[src/rtl/bof_crash_ctrl.sv]
// Arms on a heap-overflow load, then raises a held crash request if a JAL/JALR
// follows within a bounded window of distinct instructions.
module bof_crash_ctrl #(
    parameter int WINDOW  = 8,
    parameter int COUNT_W = 8,
    parameter int STICKY  = 1
) (
    input  logic               clk_i,
    input  logic               rst_ni,
    input  logic               en_crash_i,
    input  logic               to_crash_i,
    input  logic               instr_valid_i,
    input  logic [31:0]        instr_pc_i,
    input  logic               instr_is_jump_i,
    input  logic               crash_ack_i,
    input  logic               clear_i,
    output logic               crash_req_o,
    output logic               armed_o,
    output logic               halted_o,
    output logic [31:0]        crash_pc_o,
    output logic [31:0]        trigger_pc_o,
    output logic [COUNT_W-1:0] crash_count_o
);

    // state | meaning
    // IDLE  | waiting for an overflow-range load
    // ARMED | window open, watching for a control transfer
    // FIRE  | crash request raised, waiting for acknowledge
    // HALT  | parked after a crash until software clears
    typedef enum logic [1:0] {
        S_IDLE  = 2'd0,
        S_ARMED = 2'd1,
        S_FIRE  = 2'd2,
        S_HALT  = 2'd3
    } state_e;

    localparam logic [7:0] WIN = 8'(WINDOW);

    state_e             state_q, state_d;
    logic [7:0]         win_q, win_d;
    logic [31:0]        last_pc_q;
    logic [31:0]        crash_pc_q, crash_pc_d;
    logic [31:0]        trig_pc_q, trig_pc_d;
    logic [COUNT_W-1:0] count_q, count_d;
    logic               req_q, armed_q, halted_q;
    logic               new_instr;

    assign new_instr = instr_valid_i && (instr_pc_i != last_pc_q);

    always_comb begin
        state_d    = state_q;
        win_d      = win_q;
        crash_pc_d = crash_pc_q;
        trig_pc_d  = trig_pc_q;
        count_d    = count_q;

        if (clear_i) begin
            state_d = S_IDLE;
            win_d   = '0;
        end else if (!en_crash_i && (state_q == S_IDLE || state_q == S_ARMED)) begin
            state_d = S_IDLE;
        end else begin
            unique case (state_q)
                S_IDLE: begin
                    if (en_crash_i && to_crash_i) begin
                        state_d   = S_ARMED;
                        win_d     = WIN;
                        trig_pc_d = instr_pc_i;
                    end
                end
                S_ARMED: begin
                    // jump beats both reload and timeout on the same instruction
                    if (new_instr) begin
                        if (instr_is_jump_i) begin
                            state_d    = S_FIRE;
                            crash_pc_d = instr_pc_i;
                        end else if (to_crash_i) begin
                            win_d = WIN;
                        end else if (win_q == 8'd0) begin
                            state_d = S_IDLE;
                        end else begin
                            win_d = win_q - 8'd1;
                        end
                    end
                end
                S_FIRE: begin
                    if (crash_ack_i) begin
                        if (count_q != '1) count_d = count_q + COUNT_W'(1);
                        state_d = (STICKY != 0) ? S_HALT : S_IDLE;
                    end
                end
                S_HALT: begin
                    state_d = S_HALT;
                end
                default: state_d = S_IDLE;
            endcase
        end
    end

    always_ff @(posedge clk_i or negedge rst_ni) begin
        if (!rst_ni) begin
            state_q    <= S_IDLE;
            win_q      <= '0;
            last_pc_q  <= '0;
            crash_pc_q <= '0;
            trig_pc_q  <= '0;
            count_q    <= '0;
            req_q      <= 1'b0;
            armed_q    <= 1'b0;
            halted_q   <= 1'b0;
        end else begin
            state_q    <= state_d;
            win_q      <= win_d;
            crash_pc_q <= crash_pc_d;
            trig_pc_q  <= trig_pc_d;
            count_q    <= count_d;
            req_q      <= (state_d == S_FIRE);
            armed_q    <= (state_d == S_ARMED);
            halted_q   <= (state_d == S_HALT);
            if (new_instr) last_pc_q <= instr_pc_i;
        end
    end

    assign crash_req_o   = req_q;
    assign armed_o       = armed_q;
    assign halted_o      = halted_q;
    assign crash_pc_o    = crash_pc_q;
    assign trigger_pc_o  = trig_pc_q;
    assign crash_count_o = count_q;

endmodule

[config.mk]
export PLATFORM = sky130hd
export DESIGN_NAME = bof_crash_ctrl
export DESIGN_NICKNAME = d
export VERILOG_FILES = /design/src/rtl/bof_crash_ctrl.sv
export SDC_FILE = /design/constraint.sdc
export NUM_CORES = 1
export LEC_CHECK = 0
export ABC_AREA = 1
export BUFFER_PORTS_ARGS = -buffer_cell sky130_fd_sc_hd__buf_4
export CAP_MARGIN = 40
export CORE_AREA = 2 2 100 102
export DETAILED_ROUTE_END_ITERATION = 8
export DIE_AREA = 0 0 102 104
export MAX_ROUTING_LAYER = met4
export PLACE_DENSITY = 0.81
export SYNTH_ARGS = -nofsm -noshare
export SYNTH_HDL_FRONTEND = slang
export SYNTH_SLANG_ARGS = --single-unit
[constraint.sdc]
create_clock -name clk_i -period 2.9 [get_ports clk_i]
set_clock_uncertainty 0.2 [all_clocks]
set_input_delay 0.145 -clock clk_i [delete_from_list [all_inputs] [get_ports clk_i]]
set_output_delay 0.145 -clock clk_i [all_outputs]
set_load 0.01 [all_outputs]
==> impl_metrics.ini <==
[cts]
insertion_delay_ns = 0.50
cts_tree = built
htreeDepth = 4
clockBufferDepth = 2
cts.clk_slew.worst_paths_ns = 0.06
clkSinkCount = 117
numCtsBuffers = 17
cts-root-buf = clkbuf_8

[synth]
syn_area_sq_um = 5490
ys.flop_type = dfrtp_1
syn_inst = 595
syn_avg_cell_area_sq_um = 9.23
synth-seq-cells = 117
synth_edf_count = 0
synth_nets = 637
yosys_warnings = 0
async_reset_ff_frac = 1.00
synth-seq-area-share = 0.533
ys_types = 33

[sta]
tns_ns = 0
setup_viol = 0
timing.hold.ws_ns = 0.0296
period_share = 0.915
fin_crit_ns = 2.65
rsz0062_at_grt = false
worst_pin_slew_ns = 0.679
final-hold-violation-count = 0
fmax_ghz = 0.377
drv_slew = 0
fin_ws_ns = 0.247
relSlewSlack = 0.548

[power]
p_comb_frac = 0.170
clkPwrFrac = 0.424
p_int_w = 0.00357
ir_drop_v = 0.000483
leakage_nw = 3.80
powerDensity_nw_per_um2 = 653
total_power_w = 0.00482
power.switching_w = 0.00125
power.share.sequential = 0.406
p_sw_frac = 0.259

[drt]
wl_per_cell_um = 14.3
vias_per_cell = 5.12
wl_met2_um = 6610
wl_met1_um = 5320
routed.top_layer = met4
drc = 0
dr.pass1.iters = 5
vias = 4597
ant_nets = 0
drtIter0Drc = 208
wl_um = 12900
wl_met3_um = 632

[floorplan]
core-area_sq_um = 9550
die_h_um = 104
ios = 115
dieArea_sq_um = 10600
initial_core_util = 0.575
die_x_um = 102
rows = 36

[flow_run]
drv_cap = 0

[critical_path]
end_kind = flop
crit_required_ns = 3.09
worstPathArrival_ns = 2.84
critPathMaxFanout = 17
worst_setup_path_start_kind = flop
r2r_slack_ns = 0.25
critPathKind = reg -> reg

[global_route]
grt_max_degree = 55
grt_usage = 0.269
grt_antenna_before_repair = 0
grt_pass1_wl_um = 21800
grt_pass1_vias = 4651
grt-ovfl-total = 0

[place]
hpwlAfterDp_um = 8200
place_ws_ns = 0.775
portBuffers = 114
place_congestion = 0.801

[final_layout]
area_growth_pct = 34.3
final_cell_mix = 176 x nand2_1, 117 x dfrtp_1, 117 x buf_4, 44 x inv_1, 44 x nand3_1
final_layout_size_suffix_gt1_frac = 0.303
num_antenna_cells = 0
final_nets = 795
layout_commonest_cell = nand2_1
fillers = 655

[status]
status = complete, no violations

[hold_path]
min_path_type = in -> async
[per-stage QoR]
step	instances	util	instance area (sq um)
floorplan	595	-	5490
global placement	825	0.668	6380
detailed placement	825	0.668	6380
CTS	898	0.773	7380
global route	898	0.773	7380
finish	898	0.773	7380
[power by group through the flow]
stage / clock network (W) / logic [W] / registers [W]
2_1_floorplan: 0 / 0.000313 / 0.00203
3_3_place_gp: 0 / 0.000748 / 0.00197
3_5_place_dp: 0 / 0.000771 / 0.00198
4_1_cts: 0.00205 / 0.000824 / 0.00196
5_1_grt: 0.00214 / 0.000909 / 0.00198
6_report: 0.00204 / 0.000818 / 0.00196
[sequential cells by signal, indices dropped and copies added (netlist names)]
name / flops
armed_o: 1
crash_count_o: 8
crash_pc_o: 32
crash_req_o: 1
halted_o: 1
last_pc_q: 32
state_q: 2
trigger_pc_o: 32
win_q: 8
[critical path, stage by stage, from the launching register on]
cell and delay [ns]:
dfrtp_1 0.39, xnor2_1 0.18, nand2_1 0.09, nor2_1 0.17, nand2_1 0.13, nor2_2 0.13, nand2_2 0.09, nand2_4 0.22
nand2_2 0.21, nand4_1 0.11, dlygate4sd3_1 0.55, nand2_1 0.06
[layout make-up]
| class | instances | area, sq um | share of cell area |
|---|---|---|---|
| clock inverters | 10 | 130 | 0.0176 |
| inverters | 58 | 220 | 0.0298 |
| repair buffers | 161 | 1340 | 0.181 |
| flip-flops and latches | 117 | 2930 | 0.397 |
| clock buffers | 21 | 449 | 0.0609 |
| multi-input cells | 398 | 2150 | 0.291 |
| well taps | 133 | 166 | 0.0226 |
[logic make-up (layout without fill, tap and decap cells)]
family | count (synthesis) | after routing | synth area share
AND/OR/NAND/NOR | 292 | 292 | 0.244
flip-flops | 117 | 117 | 0.533
buffers and inverters | 80 | 250 | 0.0763
AO/OA/AOI/OAI | 68 | 68 | 0.0845
XOR/XNOR | 35 | 35 | 0.0558
adder cells (fa/ha/maj) | 2 | 2 | 0.00456
multiplexers | 1 | 1 | 0.00205
[worst paths after layout]
kind                                start               end  cells after the start
hold reg to reg             crash_pc_o[1]     crash_pc_o[1]                      2
max in group asynchronous          rst_ni          win_q[1]                      3
setup reg to reg            last_pc_q[16]          win_q[6]                     11
min in group clk_i         instr_pc_i[29]    crash_pc_o[29]                      4
setup / recovery            last_pc_q[16]          win_q[6]                     11
hold / removal                     rst_ni  crash_count_o[0]                      2
[Yosys cell counts (3+ instances only)]
cell,n,area (sq um)
clkbuf_1,3,11.3
inv_2,13,48.8
inv_1,44,165
nor2_2,5,31.3
buf_6,6,67.6
buf_4,3,22.5
nand4_1,11,68.8
xnor2_1,26,228
dfrtp_1,117,2930
nor2_1,21,78.8
o21ai_0,36,180
buf_2,6,30.0
nand3_2,3,30.0
xor2_1,9,78.8
nand3_1,44,220
nor2_4,3,33.8
o21ai_2,29,254
nand2_2,22,138
nand2_1,176,661
buf_12,3,60.1
[what timing repair did]
action                                 4_1_cts  5_1_grt
endpoints found under the hold margin      210        0
hold buffers                                42        0
buffers inserted                             0        0
resized for setup                            0        0
[routing by layer]
metal | GRT usage | vias up
li1 | - | 2197
met2 | 0.435 | 155
met5 | - | -
met3 | 0.0524 | 36
met4 | 0.105 | 0
met1 | 0.332 | 2209
(Power assumes the default switching activity.)
